$ cat src/rtl/idelay_tap_scheduler_pkg.sv
// Shared types and defaults for the IDELAYE2 tap-load scheduler.
package idelay_tap_scheduler_pkg;

  typedef enum logic [1:0] {
    WAIT_CAL = 2'd0,
    IDLE     = 2'd1,
    LOAD     = 2'd2,
    SETTLE   = 2'd3
  } state_t;

  localparam int TAP_W_DEF = 5;

endpackage

$ cat src/rtl/idelay_tap_scheduler_rr_arbiter.sv
// Round-robin picker: combinational search from a registered priority pointer,
// pointer moves to the picked index + 1 when adv is asserted.
module rr_arbiter #(
  parameter int N = 32
) (
  input  logic                 clk,
  input  logic                 rst_n,
  input  logic [N-1:0]         req,
  input  logic                 adv,
  output logic [$clog2(N)-1:0] gnt_idx,
  output logic                 gnt_vld
);

  localparam int IW = $clog2(N);

  logic [IW-1:0] ptr;
  logic [IW-1:0] cand;

  always_comb begin
    gnt_idx = '0;
    gnt_vld = 1'b0;
    cand    = '0;
    for (int unsigned i = 0; i < N; i++) begin
      cand = IW'((32'(ptr) + i) % N);
      if (!gnt_vld && req[cand]) begin
        gnt_vld = 1'b1;
        gnt_idx = cand;
      end
    end
  end

  always_ff @(posedge clk or negedge rst_n) begin
    if (!rst_n) begin
      ptr <= '0;
    end else if (adv) begin
      ptr <= (gnt_idx == IW'(N - 1)) ? '0 : gnt_idx + 1'b1;
    end
  end

endmodule

$ cat src/rtl/idelay_tap_scheduler.sv
// Serialises per-channel IDELAYE2 VAR_LOAD requests onto one shared CNTVALUEIN bus,
// with settle-then-acknowledge and an optional background tap sweep.
module idelay_tap_scheduler
  import idelay_tap_scheduler_pkg::*;
#(
  parameter int NUM_CH      = 32,
  parameter int TAP_W       = TAP_W_DEF,
  parameter int SETTLE_CYC  = 4,
  parameter int SWEEP_DWELL = 16,
  parameter int INIT_TAP    = 0
) (
  input  logic                    clk,
  input  logic                    rst_n,
  input  logic                    cal_rdy,
  input  logic [NUM_CH-1:0]       req,
  input  logic [NUM_CH*TAP_W-1:0] req_tap,
  input  logic                    sweep_en,
  output logic [NUM_CH-1:0]       gnt,
  output logic [NUM_CH-1:0]       dly_ld,
  output logic [TAP_W-1:0]        dly_cntvalue,
  output logic [NUM_CH*TAP_W-1:0] cur_tap,
  output logic                    busy
);

  localparam int CH_W = $clog2(NUM_CH);
  localparam int DW_W = $clog2(SWEEP_DWELL);
  localparam int ST_W = (SETTLE_CYC > 1) ? $clog2(SETTLE_CYC) : 1;

  state_t            state;
  logic [CH_W-1:0]   ch;
  logic [CH_W-1:0]   sweep_ptr;
  logic [TAP_W-1:0]  tap;
  logic              user_ld;
  logic [DW_W-1:0]   dwell;
  logic [ST_W-1:0]   settle_cnt;
  logic [TAP_W-1:0]  shadow [NUM_CH];

  logic [NUM_CH-1:0] eligible;
  logic [CH_W-1:0]   arb_idx;
  logic              arb_vld;
  logic              arb_adv;
  logic              sweep_go;
  logic [TAP_W-1:0]  sweep_tap;

  // A channel being acknowledged this cycle still holds req; keep it out of the pick.
  assign eligible  = req & ~gnt;
  assign arb_adv   = (state == IDLE) && cal_rdy && arb_vld;
  assign sweep_go  = (state == IDLE) && cal_rdy && !arb_vld && sweep_en &&
                     (dwell == DW_W'(SWEEP_DWELL - 1));
  assign sweep_tap = shadow[sweep_ptr] + TAP_W'(1);

  rr_arbiter #(.N(NUM_CH)) u_arb (
    .clk     (clk),
    .rst_n   (rst_n),
    .req     (eligible),
    .adv     (arb_adv),
    .gnt_idx (arb_idx),
    .gnt_vld (arb_vld)
  );

  always_comb begin
    cur_tap = '0;
    for (int unsigned i = 0; i < NUM_CH; i++) begin
      cur_tap[i*TAP_W +: TAP_W] = shadow[i];
    end
  end

  always_ff @(posedge clk or negedge rst_n) begin
    if (!rst_n) begin
      state        <= WAIT_CAL;
      gnt          <= '0;
      dly_ld       <= '0;
      dly_cntvalue <= '0;
      busy         <= 1'b1;
      ch           <= '0;
      tap          <= '0;
      user_ld      <= 1'b0;
      sweep_ptr    <= '0;
      dwell        <= '0;
      settle_cnt   <= '0;
      for (int unsigned i = 0; i < NUM_CH; i++) begin
        shadow[i] <= TAP_W'(INIT_TAP);
      end
    end else begin
      gnt    <= '0;
      dly_ld <= '0;

      if (!sweep_en || state == LOAD || arb_adv || sweep_go) begin
        dwell <= '0;
      end else if (state == IDLE && cal_rdy) begin
        dwell <= dwell + 1'b1;
      end

      // Losing calibration abandons whatever is in flight without touching the shadows.
      if (!cal_rdy) begin
        state <= WAIT_CAL;
        busy  <= 1'b1;
      end else begin
        case (state)
          WAIT_CAL: begin
            state <= IDLE;
            busy  <= 1'b0;
          end
          IDLE: begin
            if (arb_vld) begin
              ch              <= arb_idx;
              tap             <= req_tap[arb_idx*TAP_W +: TAP_W];
              user_ld         <= 1'b1;
              dly_ld[arb_idx] <= 1'b1;
              dly_cntvalue    <= req_tap[arb_idx*TAP_W +: TAP_W];
              state           <= LOAD;
              busy            <= 1'b1;
            end else if (sweep_go) begin
              ch                <= sweep_ptr;
              tap               <= sweep_tap;
              user_ld           <= 1'b0;
              dly_ld[sweep_ptr] <= 1'b1;
              dly_cntvalue      <= sweep_tap;
              sweep_ptr         <= (sweep_ptr == CH_W'(NUM_CH - 1)) ? '0 : sweep_ptr + 1'b1;
              state             <= LOAD;
              busy              <= 1'b1;
            end
          end
          LOAD: begin
            state      <= SETTLE;
            settle_cnt <= '0;
          end
          SETTLE: begin
            if (settle_cnt == ST_W'(SETTLE_CYC - 1)) begin
              state      <= IDLE;
              busy       <= 1'b0;
              shadow[ch] <= tap;
              if (user_ld) begin
                gnt[ch] <= 1'b1;
              end
            end else begin
              settle_cnt <= settle_cnt + 1'b1;
            end
          end
          default: begin
            state <= WAIT_CAL;
            busy  <= 1'b1;
          end
        endcase
      end
    end
  end

endmodule

$ cat config.mk
export PLATFORM = sky130hd
export DESIGN_NAME = idelay_tap_scheduler
export DESIGN_NICKNAME = d
export VERILOG_FILES = /design/src/rtl/idelay_tap_scheduler_pkg.sv /design/src/rtl/idelay_tap_scheduler_rr_arbiter.sv /design/src/rtl/idelay_tap_scheduler.sv
export SDC_FILE = /design/constraint.sdc
export NUM_CORES = 1
export LEC_CHECK = 0
export ABC_AREA = 1
export CORE_MARGIN = 2
export CORE_UTILIZATION = 40
export CTS_BUF_LIST = sky130_fd_sc_hd__clkbuf_4
export DETAILED_ROUTE_END_ITERATION = 12
export MAX_ROUTING_LAYER = met4
export PLACE_DENSITY = 0.75
export REMOVE_ABC_BUFFERS = 1
export SETUP_SLACK_MARGIN = 0.1
export SYNTH_ARGS = -nofsm -noshare
export SYNTH_HDL_FRONTEND = slang
export SYNTH_SLANG_ARGS = --single-unit
$ cat constraint.sdc
create_clock -name clk -period 5.5 [get_ports clk]
set_input_delay 1.65 -clock clk [delete_from_list [all_inputs] [get_ports clk]]
set_output_delay 1.65 -clock clk [all_outputs]
set_load 0.02 [all_outputs]
==> results_dict.tcl <==
set metrics [dict create \
    drc 0 \
    grt_pass1_wl_mm 123 \
    initial_antenna_violation_count 1 \
    pin_count 426 \
    synth_top_cells_by_count "691 x nand2_1, 376 x nand3_1, 288 x o21ai_0" \
    rows 75 \
    worst_hold_slack_ns 0.487 \
    count_of_final_setup_violators 2 \
    timing.hold.worst.class "reg2reg" \
    cts_buffer_depth 3 \
    grt_use_met1 0.466 \
    grt_util_met2 0.596 \
    netlist-cell-type-count 53 \
    ratio_of_final_minimum_period_to_clock_period 1.01 \
    detailedRoute.firstIterationViolations 2292 \
    crit-reg2reg-launch "u_arb.ptr[1]" \
    synth.area.top_cells "dfrtp_1 37%, nand2_1 15%, nand3_1 11%, o21ai_0 8.4%, nor2_1 5.5%" \
    detailroute.via_count 21772 \
    synth-edff-count 0 \
    holdBufCountCts 0 \
    synth-main-ff-cell "dfrtp_1" \
    layout-drive-gt1-share 0.288 \
    effective_utilization_at_floorplan 0.406 \
    clock_tree.htree_level_count 2 \
    drt_wl_total_mm 85.7 \
    tritoncts.num_buffers 57 \
    ys_async_sr_fraction 1.00 \
    worst_hold_startpoint "busy" \
    final-instance-count-excl-fill 3859 \
    critPathRequiredTime_ns 6.13 \
    failed_checks "setup timing" \
    largest_net_degree_at_the_start_of_global_routing 123 \
    aggregate_global_route_resource_usage 0.371 \
    cap_violations 0 \
    grt_pass1_vias 20566 \
    peak_fanout_along_the_critical_path 8 \
    die_area_mm2 0.0445 \
    critPathKind "reg2reg" \
    first_pass_iters 6 \
    run_status "complete, but fails checks" \
    fmax_ghz 0.180 \
    hold_viol_final 0 \
    syn-mean-instance-area_um2 6.81 \
    regArea_mm2 0.00636 \
    critical_path.reg2reg.endpoint "tap[3]" \
    global_route.usage.met3 0.0740 \
    timing.critical_path.slowest_stage_cell "dfrtp_1" \
    multi_input_comb_area_mm2 0.0116 \
    chipWidth_um 211 \
    yosysMostFrequentCell "nand2_1" \
    max_slew.worst_pin.slew_ns 1.16 \
    maxSlewViolCount 0 \
    path_clk_slew_ns 0.08 \
    cts_num_sinks 254 \
    cpMostUsedCell "nand4_1" \
    layout-area-overhead-vs-synth_pct 63.7 \
    ctsRootBufferMaster "clkbuf_4" \
    worst_path_largest_cell_delay_ns 0.40 \
    worst-r2r-cell-count 39 \
    fill_cells 3586 \
    clock-skew-final_ns 0.0592 \
    wl_per_cell_um 22.2 \
    final_nets 3503 \
    port_buffers 425 \
    place_hpwl_mm 62.0 \
    placed_cells_incl_taps 3641 \
    worstSetupStartpointType "flop" \
    worst_ep_arrival_time_ns 6.17 \
    die_h_um 211 \
    synth-seq-area-share 0.371 \
    slew_headroom 0.226 \
    globalplace.congestion 1.04 \
    insertion_delay_ns 0.75 \
    finalWorstPathRequiredPeriod_ns 5.55 \
    setup_repair_after_global_routing_missed_its_margin "yes" \
    regToRegSetupSlack_ns -0.05 \
    globalRoute.busiestLayer "met2" \
    grt-ovfl-total 0 \
    timing.hold.worst_path_depth 2 \
    timing.final.ws_setup_ns -0.0458 \
    synthCells 2515 \
    largest_area_contributor_in_the_netlist "dfrtp_1" \
    post_synth_instance_area_mm2 0.0171 \
    endpoint_kind "flop" \
    fp.coreArea_mm2 0.0421 \
    yosys_top_cell_area_share 0.370 \
    ys_seq_elements 254 \
    holdPathEnd "busy" \
    tritoncts "done" \
    route.antenna.remaining_nets 0 \
    preCtsSetupSlack_ns -1.34 \
    ys_warn_count 0 \
    vias_per_cell 5.64 \
]
## registers in the layout, summed over array words and instances, names as in the netlist
register    count
busy            1
ch              5
cur_tap       160
dly_ld         32
dwell           4
gnt            32
settle_cnt      2
state           2
sweep_ptr       5
tap             5
u_arb.ptr       5
user_ld         1
## metal layers
metal	vias up	routed length [um]
met5	-	0
met3	287	7750
li1	9930	-
met2	1186	40700
met4	0	3950
met1	10369	33300
## what timing repair did
item | CTS | global route
cloned | 4 | 4
endpoints found under the hold margin | 0 | 0
gates resized for setup | 286 | 363
setup buffers | 30 | 82
pin swaps | 38 | 139
setup endpoints to repair | 55 | 54
## critical path, delay by kind of cell (launching register included)
family / cells / cell delay, ns
buf+inv: 8 / 0.98
flops: 1 / 0.40
simple gates: 27 / 3.27
xor+xnor: 1 / 0.32
compound gates: 2 / 0.30
fa+ha+maj: 1 / 0.15
## cells by family (layout without fill, tap and decap cells)
family / count (synthesis) / after routing / share of synthesized area
XOR/XNOR: 27 / 27 / 0.0167
AND/OR/NAND/NOR: 1432 / 1432 / 0.368
multiplexers: 4 / 4 / 0.00234
flip-flops: 254 / 254 / 0.371
AO/OA/AOI/OAI: 434 / 434 / 0.139
adder cells (fa/ha/maj): 28 / 28 / 0.0205
other: 0 / 1 / 0
buffers and inverters: 336 / 1140 / 0.0823
## placed cells by master, fill, tap and decap left out, drive strengths merged, types with 72 or more instances in the layout
master / count
dfrtp: 253
clkdlybuf4s50: 392
o22ai: 72
nand3: 383
o21ai: 299
buf: 416
nand2: 695
nor2: 267
clkbuf: 116
inv: 193
## metrics by stage
step           TNS [ns]  instance area, um2   util
2_1_floorplan    -77.84               16500      -
3_3_place_gp     -61.52               23800  0.565
3_5_place_dp     -63.30               23800  0.565
4_1_cts               0               25900  0.615
5_1_grt           -6.16               28000  0.665
6_report        -0.0558               28000  0.665
## layout make-up
type | instances | share of cell area
tap | 539 | 0.0241
inverter | 197 | 0.0277
antenna | 1 | 0.0000893
clock buffer | 81 | 0.0217
timing repair buffer | 844 | 0.281
multi-input combinational | 1925 | 0.415
clock inverter | 18 | 0.00250
sequential | 254 | 0.227
## how the worst max path moves through the flow
stage / from / to / slack (ns) / depth (start not counted)
floorplan: u_arb.ptr[0] / u_arb.ptr[4] / -2.12 / 29
global placement: req[26] / dly_ld[14] / -1.33 / 30
detailed placement: req[26] / dly_ld[14] / -1.34 / 32
CTS: u_arb.ptr[2] / tap[1] / 0.01 / 38
global route: u_arb.ptr[1] / tap[3] / -0.40 / 39
finish: u_arb.ptr[1] / tap[3] / -0.05 / 39
Power is left out: the tool's default activity adds up to more than one toggle a clock period on the data nets, which glitch-free logic cannot reach.
